==> src/rtl/sap_memory_unit.sv <==
// SAP memory stage: MAR, MDR and a 16x8 RAM with a combinational bus read, plus a
// valid/ready program loader. Define MEM_CLEAR_EN to zero the RAM after every reset.
module sap_memory_unit #(
   parameter int ADDR_W = 4,
   parameter int DATA_W = 8,
   parameter int DEPTH  = 16
) (
   input  logic              clk,
   input  logic              rst_n,
   input  logic [DATA_W-1:0] bus_in,
   output logic [DATA_W-1:0] bus_out,
   output logic              bus_oe,
   input  logic              mar_addr_load_n,
   input  logic              mar_mem_load_n,
   input  logic              ram_en_n,
   input  logic              ram_load_n,
   input  logic              prog_mode,
   input  logic              prog_valid,
   input  logic [DATA_W-1:0] prog_data,
   output logic              prog_ready,
   output logic              prog_done,
   output logic              busy
);

   typedef enum logic [1:0] {ST_RUN, ST_PROG, ST_DONE, ST_CLEAR} state_t;

   localparam logic [ADDR_W-1:0] LAST_ADDR = ADDR_W'(DEPTH - 1);

   state_t            state_q;
   logic [ADDR_W-1:0] mar_q;
   logic [DATA_W-1:0] mdr_q;
   logic [ADDR_W-1:0] prog_ptr_q;
   logic              prog_ready_q;
   logic              prog_done_q;
   logic              busy_q;
`ifdef MEM_CLEAR_EN
   logic [ADDR_W-1:0] clr_ptr_q;
`endif

   logic [DATA_W-1:0] mem [DEPTH];
   logic              we_d;
   logic [ADDR_W-1:0] waddr_d;
   logic [DATA_W-1:0] wdata_d;

   // Single RAM write port shared by the CPU, the loader and the clearer.
   always_comb begin
      we_d    = 1'b0;
      waddr_d = mar_q;
      wdata_d = mdr_q;
      if (rst_n) begin
         case (state_q)
            ST_RUN:  we_d = !ram_load_n;
            ST_PROG: begin
               if (prog_valid && prog_ready_q) begin
                  we_d    = 1'b1;
                  waddr_d = prog_ptr_q;
                  wdata_d = prog_data;
               end
            end
`ifdef MEM_CLEAR_EN
            ST_CLEAR: begin
               we_d    = 1'b1;
               waddr_d = clr_ptr_q;
               wdata_d = '0;
            end
`endif
            default: ;
         endcase
      end
   end

   always_ff @(posedge clk) begin
      if (we_d) mem[waddr_d] <= wdata_d;
   end

   // Read is asynchronous so the word reaches the bus in the same cycle as CE.
   assign bus_oe  = rst_n && (state_q == ST_RUN) && !ram_en_n;
   assign bus_out = bus_oe ? mem[mar_q] : '0;

   always_ff @(posedge clk) begin
      if (!rst_n) begin
         mar_q <= '0;
         mdr_q <= '0;
      end else if (state_q == ST_RUN) begin
         if (!mar_addr_load_n) mar_q <= bus_in[ADDR_W-1:0];
         if (!mar_mem_load_n)  mdr_q <= bus_in;
      end
   end

   always_ff @(posedge clk) begin
      if (!rst_n) begin
         prog_ptr_q   <= '0;
         prog_ready_q <= 1'b0;
         prog_done_q  <= 1'b0;
`ifdef MEM_CLEAR_EN
         clr_ptr_q    <= '0;
         state_q      <= ST_CLEAR;
         busy_q       <= 1'b1;
`else
         state_q      <= ST_RUN;
         busy_q       <= 1'b0;
`endif
      end else begin
         case (state_q)
            ST_RUN: begin
               if (prog_mode) begin
                  state_q      <= ST_PROG;
                  prog_ready_q <= 1'b1;
                  busy_q       <= 1'b1;
               end
            end
            ST_PROG: begin
               if (!prog_mode) begin
                  // Abandoned load: the next one starts again from word 0.
                  state_q      <= ST_RUN;
                  prog_ptr_q   <= '0;
                  prog_ready_q <= 1'b0;
                  busy_q       <= 1'b0;
               end else if (prog_valid) begin
                  prog_ptr_q <= prog_ptr_q + 1'b1;
                  if (prog_ptr_q == LAST_ADDR) begin
                     state_q      <= ST_DONE;
                     prog_ready_q <= 1'b0;
                     prog_done_q  <= 1'b1;
                  end
               end
            end
            ST_DONE: begin
               if (!prog_mode) begin
                  state_q     <= ST_RUN;
                  prog_done_q <= 1'b0;
                  busy_q      <= 1'b0;
               end
            end
`ifdef MEM_CLEAR_EN
            ST_CLEAR: begin
               clr_ptr_q <= clr_ptr_q + 1'b1;
               if (clr_ptr_q == LAST_ADDR) begin
                  state_q <= ST_RUN;
                  busy_q  <= 1'b0;
               end
            end
`endif
            default: state_q <= ST_RUN;
         endcase
      end
   end

   assign prog_ready = prog_ready_q;
   assign prog_done  = prog_done_q;
   assign busy       = busy_q;

endmodule

==> config.mk <==
export PLATFORM = sky130hd
export DESIGN_NAME = sap_memory_unit
export DESIGN_NICKNAME = d
export VERILOG_FILES = /design/src/rtl/sap_memory_unit.sv
export SDC_FILE = /design/constraint.sdc
export NUM_CORES = 1
export LEC_CHECK = 0
export BUFFER_PORTS_ARGS = -buffer_cell sky130_fd_sc_hd__buf_2
export CAP_MARGIN = 20
export CELL_PAD_IN_SITES_DETAIL_PLACEMENT = 0
export CELL_PAD_IN_SITES_GLOBAL_PLACEMENT = 1
export CORE_MARGIN = 2
export CORE_UTILIZATION = 52
export CTS_CLUSTER_DIAMETER = 120
export CTS_CLUSTER_SIZE = 16
export DETAILED_ROUTE_END_ITERATION = 6
export GPL_ROUTABILITY_DRIVEN = 0
export GPL_TIMING_DRIVEN = 0
export PLACE_DENSITY_LB_ADDON = 0.12
export SYNTH_ARGS = -nofsm -noshare
export SYNTH_HDL_FRONTEND = slang
export SYNTH_SLANG_ARGS = --single-unit
==> constraint.sdc <==
create_clock -name clk -period 2.8 [get_ports clk]
set_input_delay 0.42 -clock clk [delete_from_list [all_inputs] [get_ports clk]]
set_output_delay 0.42 -clock clk [all_outputs]
set_load 0.02 [all_outputs]
**Word level (Yosys, flattened, before mapping)**

Memory sizes are Yosys's and may differ from the RTL's. A register that Yosys moved wholly into a read port is not among the register bits.
Cells that the tools add are included.

- Register bits after elaboration: 21
- Bits in writable memories: 128
- Output and inout port bits: 12
- Logic and storage cells: 73
- Memories kept: 1

Memory list:

| name | words | bits a word | read ports | clocked after memory_dff | wr ports | RTL line | text |
|---|---|---|---|---|---|---|---|
| mem | 16 | 8 | 1 | 1 | 1 | 40 | `logic [DATA_W-1:0] mem [DEPTH];` |

- $add $sub $neg: 1
- Eq/ne operators: 12
- Muxes and demuxes: 33
- Bitwise gates (word level): 2
- Reductions and logical operators: 17

Operator list:

| operator | count |
|---|---|
| $mux 8 | 4 |
| $mux 4 | 7 |
| $mux 1 | 12 |
| $ne 2x2->1 const B | 6 |
| $mux 2 | 5 |
| $pmux 1 s2 | 4 |
| $reduce_and 4->1 | 2 |
| $ne 3x3->1 const B | 2 |
| $pmux 2 s3 | 1 |
| $reduce_and 2->1 | 3 |
| $reduce_bool 2->1 | 3 |
| $reduce_and 5->1 | 1 |
| $add 4x1->4 const B | 1 |
| $eq 4x4->1 const B | 1 |
| $logic_and 1x1->1 | 3 |
| $reduce_and 3->1 | 1 |
| $eq 2x1->1 const B | 1 |
| $eq 2x2->1 const B | 1 |
| $logic_not 1->1 | 2 |
| $logic_not 2->1 | 1 |
| $ne 2x1->1 const B | 1 |
| $not 1->1 | 2 |
| $reduce_or 2->1 | 1 |

**Depth between registers and ports, before layout**

Gate-level depths: netlist of the first run.

- Depth after elaboration: 6
- Depth in mapped cells: 8
- Gate-level depth less buffers: 6

**Least setup slack after synthesis of the first run**

OpenSTA, ideal clock, no wires.

- Path kind: reg2reg
- Start point: register state_q[1]
- End point: memory mem[5][0] (enable)
- Library setup time: 0.370 ns
- Arrival time: 1.677 ns
- Slack: 0.752 ns
- Stages on the path, launching flop included: 8
- Buffers on the path: 1
- Period minus slack after synthesis: 2.048 ns
- Path through: dfxtp_1 -> inv_1 -> ha_1 -> nand4_1 -> buf_2 -> nor3b_1 -> o21ai_1 -> nor2_1

- Word-level cells in the longest chain between the ends: 5
- Elaborated cells between the ends (all ways): 8
- Those cells by class: 1 x eq/ne; 6 x mux; 1 x reduce/logical

Ends and longest elaborated chain:

| what | RTL line | text |
|---|---|---|
| start: declaration | 29 | `state_t state_q;` |
| start signal: assignment | 100 | `state_q <= ST_RUN;` |
| start signal: assignment | 107 | `state_q <= ST_PROG;` |
| start signal: assignment | 115 | `state_q <= ST_RUN;` |
| $eq 2x1->1 or $logic_not 2->1 (tied branches) | 51 | `case (state_q)` |
| $pmux 1 s2 | 51 |  |
| $mux 1 | 50 | `if (rst_n) begin` |
| $mux 1 | 73 | `if (we_d) mem[waddr_d] <= wdata_d;` |
| $mux 1 (not written as such) | 73 |  |
| end: declaration | 40 |  |

Several ways; a longest one is shown, not always the timed one.

**Worst setup path in the final report of the first run**

- Start point: register state_q[1]
- End point: memory mem[13][1] (enable)

The elaborated chain is that of the path after synthesis.

==> results.rst, run 1 <==
.. list-table::
   :header-rows: 1

   * - Metric
     - Value
   * - Combined global-route utilization of all metal layers
     - between 20% and 30%
   * - Number of global-route vias before repair
     - 3497
   * - Count of unique library cells instantiated by Yosys
     - 39
   * - Yosys warning total
     - 0
   * - Total area of multi-input combinational cells
     - about 0.0018 sq mm
   * - Library cell used as clock root buffer
     - sky130_fd_sc_hd__clkbuf_16
   * - Number of nets still failing antenna checks after routing
     - 0
   * - Internal power component
     - 4.07 mW
   * - HPWL reported at the end of detailed placement
     - 8780 microns
   * - Xor and xnor fraction of the mapped netlist area
     - 0%
   * - Number of enable-type register cells in the synthesized netlist
     - about 130
   * - Register area
     - 0.00434 sq mm
   * - Cell leakage power
     - 2.49 nW
   * - # IOs
     - 36
   * - Count of mapped cells out of synthesis
     - ~370
   * - DRT Wirelength
     - 13300 microns
   * - Worst-Margin Slew
     - slightly below 0.9 ns
   * - Worst Setup Slack, final
     - between 0.02 and 0.03 ns
   * - Post-route clock period utilization
     - between 90% and 100%
   * - Fraction of power consumed by the clock network
     - a little over two fifths
   * - Post-route minimum period
     - between 2 and 3 ns
   * - Setup CP Type
     - flop to flop
   * - Average wire per cell in the routed design
     - between 20 and 25 microns
   * - # rows
     - 40
   * - Capturing element of the worst setup path
     - mem[13][1]
   * - Share of cell area taken by muxes after synthesis
     - between 10% and 20%
   * - Fraction of the core area covered by cells at the end of the flow
     - roughly three fifths
   * - Combinational Power Share
     - 8.2%
   * - Wire length of the first global-routing pass
     - ~20000 microns
   * - Die span in x
     - 114 microns
   * - Initial Util
     - a little over half
   * - Post-synthesis share of cell area spent on and, or, nand and nor gates
     - ~8%
   * - Mapped Nets
     - roughly 400
   * - Reported net switching power
     - roughly 1.1 mW
   * - Placed cell area
     - approximately 0.0067 sq mm
   * - Final hold vios
     - 0
   * - Total of endpoints with negative setup slack in the final report
     - 0
   * - Maximum fanout count along the critical path
     - 10
   * - Leading cell type in the layout, fill and taps excluded
     - sky130_fd_sc_hd__edfxtp_1
   * - Number of max-slew violations in the final report
     - 0
   * - Drt first-iter violations
     - about 250
   * - Worst slack after detailed placement
     - 0.162 ns
   * - Nets
     - 454
   * - Peak ir drop on the vdd network
     - 0.000398 V
   * - Max frequency
     - 361 MHz
   * - Tightest slew margin relative to the limit
     - 40.3%
   * - Unrepaired setup endpoints after global routing
     - true
   * - Overall Power
     - about 5.2 mW
   * - Count of unresolved DRC violations after routing
     - 0
   * - Share of final-layout standard cells stronger than drive strength 1
     - roughly a quarter
   * - Worst hold path class
     - input pin to flop
   * - Drt pass-1 iters
     - 5
   * - Largest net degree at the start of global routing
     - 17
   * - Max Buffers Root-to-Sink
     - 2
   * - Number of cells traversed by the worst register-to-register path
     - 7
   * - CP required
     - approximately 2.8 ns
   * - Clock sink total
     - ~150
   * - Core ar.
     - 0.0119 sq mm
   * - Asr flop ratio synth
     - 0%
   * - Synthesized cell area
     - ~0.0063 sq mm
   * - Switching share of total power
     - 21.6%
   * - Launching element of the worst setup path
     - state_q[1]
   * - Vertical extent of the die
     - roughly 110 microns
   * - Outcome
     - finished, final reports clean
   * - Element type at the critical path end
     - flop
   * - Area grow syn2layout
     - 15.1%
   * - Commonest cells after routing, fill and taps aside
     - 128 x sky130_fd_sc_hd__edfxtp_1, 39 x sky130_fd_sc_hd__buf_2, 25 x sky130_fd_sc_hd__dfxtp_1
   * - Clock latency of the later-clocked register in the worst-skew pair
     - roughly 0.42 ns
   * - Register-to-register setup slack
     - 0.03 ns
   * - CP startpoint kind
     - flop
   * - Reg-to-reg startpoint
     - state_q[1]
   * - H-Tree Depth
     - 4
   * - Combinational family with the most area after synthesis
     - multiplexers
   * - Power density cells
     - between 700 and 800 mW/mm^2
   * - Overflow left after global routing
     - 0
   * - Portion of the post-synthesis area used by sequential elements
     - between 60% and 70%
   * - Hold buffer count at CTS
     - 0
   * - Predominant post-synthesis flop cell
     - sky130_fd_sc_hd__edfxtp_1
   * - Clock slew at reported path FFs
     - approximately 0.060 ns
   * - Arithmetic-cell share of the synthesized area counting full adders, half adders and majority gates
     - 0.990%
   * - Mean cell area of the mapped netlist
     - ~17 sq um
   * - Critical path arrival
     - 2.82 ns
   * - Area of the die
     - between 0.01 and 0.015 sq mm
   * - Post-CTS setup repair buffer count
     - 0
   * - Number of antenna diodes
     - 0
   * - Share of total power in sequential cells
     - slightly below 50%
   * - Fillers
     - around 900
   * - Number of vias per cell
     - 5.87
   * - Number of antenna violations at the first check in global routing
     - 0
   * - TritonCTS clock tree
     - done
   * - Total via count after detailed routing
     - around 3400
   * - Count of port buffers added during placement
     - 34
   * - Worst Skew
     - around 0.0059 ns
   * - Clock buffers created by TritonCTS
     - 17
   * - Compound-cell area share of the yosys netlist
     - 3.58%
   * - Number of flip-flops and latches in the synthesized netlist
     - approximately 150
   * - Design area
     - 0.00727 sq mm
   * - Max-capacitance violation count
     - 0
   * - R2r endpoint
     - mem[13][1]
-- worst max-delay path, stage by stage, from the launching register on --
cell,delay (ns)
sky130_fd_sc_hd__dfxtp_1,0.33
sky130_fd_sc_hd__inv_1,0.13
sky130_fd_sc_hd__ha_1,0.28
sky130_fd_sc_hd__nand4_1,0.22
sky130_fd_sc_hd__buf_2,0.25
sky130_fd_sc_hd__nor3b_1,0.28
sky130_fd_sc_hd__a31oi_1,0.17
sky130_fd_sc_hd__nor2_1,0.74
-- sequential cells by signal, indices dropped and copies added, names as in the netlist, named ones only --
register	count
mem	128
state_q	2
mar_q	4
busy	1
prog_ready	1
prog_ptr_q	4
mdr_q	8
prog_done	1
-- layout make-up --
class / count / area share [%]
plain buffers: 18 / 1.74
inverters: 10 / 0.516
multi-input cells: 191 / 25.4
clock buffers: 18 / 5.90
clock inverters: 11 / 1.82
flip-flops and latches: 153 / 59.7
repair buffers: 34 / 2.34
well taps: 147 / 2.53
-- cells by family (layout without fill, tap and decap cells) --
logic type | count (synthesis) | after routing
fa+ha+maj | 5 | 5
mux | 56 | 56
buf+inv | 28 | 91
flops | 153 | 153
compound gates | 35 | 35
simple gates | 95 | 95
-- synthesized netlist by cell type (all sizes together), types with 2 or more instances --
cell type | number | area (sq um)
edfxtp | 128 | 3840
mux4 | 32 | 762
nor2 | 26 | 105
dfxtp | 25 | 500
nor2b | 16 | 100
mux2i | 15 | 150
buf | 13 | 108
nand2 | 13 | 48.8
nand4 | 13 | 81.3
o21ai | 11 | 55.1
nand3 | 10 | 50.1
inv | 9 | 33.8
mux2 | 9 | 101
a22oi | 8 | 60.1
a21boi | 6 | 45.1
a31oi | 5 | 31.3
clkbuf | 5 | 18.8
ha | 5 | 62.6
nor3b | 5 | 37.5
and3b | 3 | 26.3
nor3 | 3 | 15.0
and3 | 2 | 12.5
nand2b | 2 | 12.5
-- power groups by stage --
stage	sequential, mW	combinational, mW	clock (mW)
3_5_place_dp	2.60	0.417	0
5_1_grt	2.56	0.460	2.31
2_1_floorplan	2.59	0.277	0
4_1_cts	2.55	0.419	2.23
3_3_place_gp	2.60	0.410	0
6_report	2.55	0.423	2.21
-- metal layers --
metal  global-route usage (%)  wire length (microns)  vias up
met5                        0                      0        -
met4                     8.05                    219        0
met3                     6.41                    823       18
met2                     32.8                   6130      110
met1                     31.4                   6150     1708
li1                         -                      -     1582
-- per-stage QoR --
step                      setup TNS [ns]  hold WS, ns  instances
after global placement                 0        0.477        553
after CTS                              0        0.259        582
final                                  0        0.267        582
after floorplan                        0        0.471        372
after global routing               -4.90        0.281        582
after detailed placement               0        0.505        553
-- timing repair --
| action | 4_1_cts | 5_1_grt |
|---|---|---|
| gates resized for setup | 0 | 14 |
| endpoints found under the hold margin | 0 | 0 |
| setup endpoints to repair | 0 | 120 |
-- worst min path at each step --
stage / start / endpoint / slack [ns] / cells after the start
floorplan: state_q[1] / state_q[1] / 0.47 / 2
global placement: busy / busy / 0.48 / 2
detailed placement: mdr_q[2] / mdr_q[2] / 0.50 / 2
CTS: bus_in[7] / mdr_q[7] / 0.26 / 3
global route: bus_in[6] / mdr_q[6] / 0.28 / 3
finish: bus_in[7] / mdr_q[7] / 0.27 / 3
(Power assumes the default switching activity.)
==> run 2: changes to the inputs <==
- MAX_ROUTING_LAYER: unset -> met4
==> results.rst, run 2 (same netlist as run 1, synthesis figures left out) <==
.. list-table::
   :header-rows: 1

   * - Metric
     - Value
   * - Area of the die
     - 0.0130 sq mm
   * - Max frequency
     - roughly 360 MHz
   * - Nets
     - approximately 450
   * - Worst Skew
     - ~0.006 ns
   * - Outcome
     - finished, final reports clean
   * - TritonCTS clock tree
     - done
   * - Total Negative Setup Slacks
     - 0 ns
   * - Unrepaired setup endpoints after global routing
     - true
   * - Post-CTS setup repair buffer count
     - 0
   * - Worst hold path class
     - input pin to flop
   * - Number of antenna diodes
     - 0
   * - Count of unresolved DRC violations after routing
     - 0
   * - Number of nets still failing antenna checks after routing
     - 0
   * - Number of global-route vias before repair
     - roughly 3500
   * - Fillers
     - approximately 900
   * - Peak ir drop on the vdd network
     - 0.000399 V
   * - Top register by number of flip-flops
     - mem
   * - Drt pass-1 iters
     - 5
   * - CP startpoint kind
     - flop
   * - Share of final-layout standard cells stronger than drive strength 1
     - between 20 and 30%
   * - Final hold vios
     - 0
   * - Placed cell area
     - approximately 0.0067 sq mm
   * - Drt first-iter violations
     - 250
   * - Power density cells
     - approximately 700 mW/mm^2
   * - HPWL reported at the end of detailed placement
     - about 8800 microns
   * - Top flop regs
     - mem: 128 flops, mdr_q: 8 flops
   * - Flip-flop count of the largest register after layout
     - approximately 130
   * - Hold buffer count at CTS
     - 0
   * - DRT Wirelength
     - about 13000 microns
   * - CP required
     - about 2.8 ns
   * - Post-route minimum period
     - about 2.8 ns
   * - Count of port buffers added during placement
     - 34
   * - Clock slew at reported path FFs
     - about 0.050 ns
   * - Overall Power
     - slightly above 5 mW
   * - Setup CP Type
     - flop to flop
   * - Clock latency of the later-clocked register in the worst-skew pair
     - 0.42 ns
   * - Leading cell type in the layout, fill and taps excluded
     - sky130_fd_sc_hd__edfxtp_1
   * - Vertical extent of the die
     - roughly 110 microns
   * - Total of endpoints with negative setup slack in the final report
     - 0
   * - Post-route clock period utilization
     - 99.8%
   * - Clock buffers created by TritonCTS
     - 17
   * - Combined global-route utilization of all metal layers
     - roughly 23%
   * - # rows
     - 40
   * - Worst-Margin Slew
     - ~0.91 ns
   * - Overflow left after global routing
     - 0
   * - H-Tree Depth
     - 4
   * - Library cell used as clock root buffer
     - sky130_fd_sc_hd__clkbuf_16
   * - Design area
     - around 0.0073 sq mm
   * - Average wire per cell in the routed design
     - around 23 microns
   * - Largest net degree at the start of global routing
     - 17
   * - Number of vias per cell
     - 5.90
   * - # IOs
     - 36
   * - Area grow syn2layout
     - 15.1%
   * - Wire length of the first global-routing pass
     - approximately 20000 microns
   * - Element type at the critical path end
     - flop
   * - Max-capacitance violation count
     - 0
   * - Commonest cells after routing, fill and taps aside
     - 128 x sky130_fd_sc_hd__edfxtp_1, 39 x sky130_fd_sc_hd__buf_2, 25 x sky130_fd_sc_hd__dfxtp_1
   * - Core ar.
     - approximately 0.012 sq mm
   * - Number of max-slew violations in the final report
     - 0
   * - Initial Util
     - a little over half
   * - Register-to-register setup slack
     - ~0.0044 ns
   * - Clock sink total
     - between 150 and 200
   * - Tightest slew margin relative to the limit
     - ~39%
   * - Number of antenna violations at the first check in global routing
     - 0
   * - Critical path arrival
     - 2.83 ns
   * - Total via count after detailed routing
     - 3434
   * - Cell leakage power
     - about 2.5 nW
   * - Maximum fanout count along the critical path
     - 10
   * - Die span in x
     - between 100 and 150 microns
   * - Max Buffers Root-to-Sink
     - 2
-- run 2: cell counts in the layout (fill, tap and decap cells not counted) --
No cell type changed its count.
-- run 2: final timing paths --
| kind | from | end | depth (start not counted) |
|---|---|---|---|
| worst max register to register | state_q[1] | mem[13][1] | 7 |
| worst max-delay path | state_q[1] | mem[13][1] | 7 |
| worst min-delay path | bus_in[7] | mdr_q[7] | 3 |
| worst min register to register | mdr_q[7] | mdr_q[7] | 2 |
-- run 2: power breakdown --
| group | switching [mW] | internal, mW |
|---|---|---|
| registers | 0.0248 | 2.53 |
| clock network | 0.834 | 1.37 |
| logic | 0.254 | 0.168 |
| total | 1.11 | 4.07 |
-- run 2: cell type report --
cell class | count | area (sq um) | share of cell area, %
Buffer | 18 | 126 | 1.74
Clock buffer | 18 | 429 | 5.90
Clock inverter | 11 | 133 | 1.82
Inverter | 10 | 37.5 | 0.516
Multi-Input combinational cell | 191 | 1850 | 25.4
Sequential cell | 153 | 4340 | 59.7
Tap cell | 147 | 184 | 2.53
Timing Repair Buffer | 34 | 170 | 2.34
-- run 2: worst max-delay path: stages, from the launching register on --
cell                      delay (ns)
sky130_fd_sc_hd__dfxtp_1        0.33
sky130_fd_sc_hd__inv_1          0.13
sky130_fd_sc_hd__ha_1           0.29
sky130_fd_sc_hd__nand4_1        0.22
sky130_fd_sc_hd__buf_2          0.25
sky130_fd_sc_hd__nor3b_1        0.27
sky130_fd_sc_hd__a31oi_1        0.17
sky130_fd_sc_hd__nor2_1         0.75
-- run 2: stage by stage --
step                instances  hold slack (ns)  setup slack (ns)  util [%]
floorplan                 372            0.471             0.752         -
global placement          553            0.477             0.186      56.0
detailed placement        553            0.505             0.162      56.0
CTS                       582            0.259            0.0116      60.7
global route              582            0.281            -0.139      61.1
finish                    582            0.268           0.00443      61.1
-- run 2: repair_timing --
action,in CTS,in global routing
endpoints found under the setup margin,0,120
resized for setup,0,14
endpoints found under the hold margin,0,0
-- run 2: per-layer routing --
layer	up-vias	wire length, microns	track usage (%)
met1	1724	6180	31.6
li1	1586	-	-
met4	0	208	8.05
met5	-	0	-
met3	19	781	6.35
met2	105	6160	32.6
==> run 3: changes to the inputs <==
- CORE_UTILIZATION: 52 -> 47
- PLACE_DENSITY_LB_ADDON: 0.12 -> 0.1
- clock period: 2.8 -> 2.3 ns (I/O delays scaled with it)
==> results.rst, run 3 (same netlist as run 1, synthesis figures left out) <==
.. list-table::
   :header-rows: 1

   * - Metric
     - Value
   * - HPWL reported at the end of detailed placement
     - between 9000 and 10000 microns
   * - Leading cell type in the layout, fill and taps excluded
     - sky130_fd_sc_hd__edfxtp_1
   * - Peak ir drop on the vdd network
     - approximately 0.00043 V
   * - Number of cells traversed by the worst register-to-register path
     - 8
   * - Worst Skew
     - between 0.008 and 0.009 ns
   * - Placed Cells incl. Taps
     - a little under 600
   * - Largest net degree at the start of global routing
     - 17
   * - Area grow syn2layout
     - 24.1%
   * - Number of global-route vias before repair
     - between 3000 and 4000
   * - H-Tree Depth
     - 4
   * - Combined global-route utilization of all metal layers
     - a little over a fifth
   * - Element type at the critical path end
     - primary output
   * - Final hold vios
     - 0
   * - Maximum fanout count along the critical path
     - 6
   * - Worst-Margin Slew
     - approximately 0.66 ns
   * - Max-capacitance violation count
     - 0
   * - Start point of the worst min-delay path
     - bus_in[7]
   * - Total via count after detailed routing
     - between 3000 and 4000
   * - Number of max-slew violations in the final report
     - 0
   * - Number of vias per cell
     - 5.60
   * - R2r endpoint
     - mem[4][5]
   * - Share of final-layout standard cells stronger than drive strength 1
     - 39.2%
   * - Post-route minimum period
     - ~2.4 ns
   * - Total of endpoints with negative setup slack in the final report
     - 8
   * - Number of antenna violations at the first check in global routing
     - 0
   * - Top flop regs
     - mem: 128 flops, mdr_q: 8 flops
   * - Library cell used as clock root buffer
     - sky130_fd_sc_hd__clkbuf_16
   * - Final Non-Filler Cells
     - 630
   * - Critical path arrival
     - 2.06 ns
   * - Fillers
     - approximately 1000
   * - Capturing element of the worst setup path
     - bus_out[3]
   * - Setup CP Type
     - flop to primary output
   * - Nets
     - 470
   * - Max Buffers Root-to-Sink
     - 2
   * - Cell leakage power
     - 2.62 nW
   * - Commonest cells after routing, fill and taps aside
     - 128 x sky130_fd_sc_hd__edfxtp_1, 31 x sky130_fd_sc_hd__buf_2, 29 x sky130_fd_sc_hd__mux4_2
   * - Vertical extent of the die
     - ~120 microns
   * - # IOs
     - 36
   * - Post-route clock period utilization
     - 105%
   * - Top register by number of flip-flops
     - mem
   * - Die span in x
     - 120 microns
   * - Fraction of the core area covered by cells at the end of the flow
     - 59.4%
   * - Area of the die
     - 0.0144 sq mm
   * - Register area
     - about 0.0043 sq mm
   * - Overall Power
     - 6.40 mW
   * - TritonCTS clock tree
     - done
   * - Unrepaired setup endpoints after global routing
     - true
   * - Outcome
     - finished, violations left
   * - Power density cells
     - 816 mW/mm^2
   * - Reg-to-reg startpoint
     - state_q[1]
   * - # rows
     - between 40 and 50
   * - Overflow left after global routing
     - 0
   * - DRT Wirelength
     - around 14000 microns
   * - Hold buffer count at CTS
     - 0
   * - CP startpoint kind
     - flop
   * - Tightest slew margin relative to the limit
     - a little under three fifths
   * - Worst slack on hold paths
     - 0.180 ns
   * - Number of antenna diodes
     - 0
   * - Core ar.
     - approximately 0.013 sq mm
   * - Clock latency of the later-clocked register in the worst-skew pair
     - approximately 0.43 ns
   * - Drt pass-1 iters
     - 5
   * - Clock buffers created by TritonCTS
     - 17
   * - Violated checks
     - negative setup slack
   * - Flip-flop count of the largest register after layout
     - 128
   * - Count of port buffers added during placement
     - 34
   * - Worst Setup Slack, final
     - -0.104 ns
   * - Worst hold path class
     - input pin to flop
   * - CP required
     - 1.96 ns
   * - Wire length of the first global-routing pass
     - around 21000 microns
   * - Number of nets still failing antenna checks after routing
     - 0
   * - Drt first-iter violations
     - slightly below 300
   * - Count of unresolved DRC violations after routing
     - 0
   * - Total Negative Setup Slacks
     - -0.673 ns
   * - Register-to-register setup slack
     - approximately 0.050 ns
   * - Average wire per cell in the routed design
     - around 22 microns
   * - Total area of multi-input combinational cells
     - approximately 0.0021 sq mm
   * - Clock slew at reported path FFs
     - around 0.06 ns
   * - Initial Util
     - between 40% and 50%
   * - Max frequency
     - between 400 and 500 MHz
   * - Clock sink total
     - 153
run 3: cell types whose count changed in the layout (fill, tap and decap cells not counted), moves of 8 or more:
cell                     previous run  this run
sky130_fd_sc_hd__buf_2             39        31
sky130_fd_sc_hd__nor2_2             9         0
sky130_fd_sc_hd__buf_12             0        10
sky130_fd_sc_hd__mux4_2            21        29
sky130_fd_sc_hd__buf_4              2        10
sky130_fd_sc_hd__nor2_4             3        19
sky130_fd_sc_hd__mux4_1            11         3
run 3: worst min-delay path by stage:
stage	to	slack (ns)	depth (start not counted)
2_1_floorplan	state_q[1]	0.47	2
3_3_place_gp	prog_done	0.48	2
3_5_place_dp	prog_done	0.49	2
4_1_cts	mdr_q[7]	0.17	3
5_1_grt	mdr_q[7]	0.19	3
6_report	mdr_q[7]	0.18	3
run 3: stage by stage:
step / setup slack (ns) / instance area, sq um
floorplan: 0.252 / 6320
detailed placement: -0.366 / 6710
finish: -0.104 / 7840
CTS: -0.132 / 7700
global route: -0.165 / 7840
global placement: -0.322 / 6710
run 3: worst max-delay path: stages (launching register included):
cell	delay, ns
sky130_fd_sc_hd__dfxtp_2	0.34
sky130_fd_sc_hd__buf_12	0.14
sky130_fd_sc_hd__clkbuf_16	0.16
sky130_fd_sc_hd__mux4_1	0.60
sky130_fd_sc_hd__nand4_1	0.15
sky130_fd_sc_hd__nand3_1	0.10
sky130_fd_sc_hd__buf_6	0.14
run 3: report_power, final:
part / switching (mW) / leakage [nW] / internal, mW
combinational: 0.353 / 0.968 / 0.264
sequential: 0.0342 / 1.37 / 3.08
clock: 1.09 / 0.274 / 1.58
total: 1.47 / 2.62 / 4.92
run 3: final cells by class:
class / count / area share [%]
sequential: 153 / 55.5
multi-input combinational: 191 / 26.2
timing repair buffer: 51 / 5.90
clock buffer: 19 / 5.52
tap: 176 / 2.81
buffer: 17 / 1.93
clock inverter: 13 / 1.66
inverter: 10 / 0.479
run 3: what timing repair did:
item,in CTS,in global routing
gates resized for setup,84,17
buffers inserted,11,4
pin swaps,14,8
endpoints found under the hold margin,0,0
endpoints found under the setup margin,136,136
gates cloned,1,1
run 3: routing by layer:
layer	up-vias	track usage [%]	wire length (microns)
met3	17	4.90	1010
met2	113	32.1	6690
met5	-	-	0
li1	1614	-	-
met4	0	7.35	191
met1	1783	29.7	6270
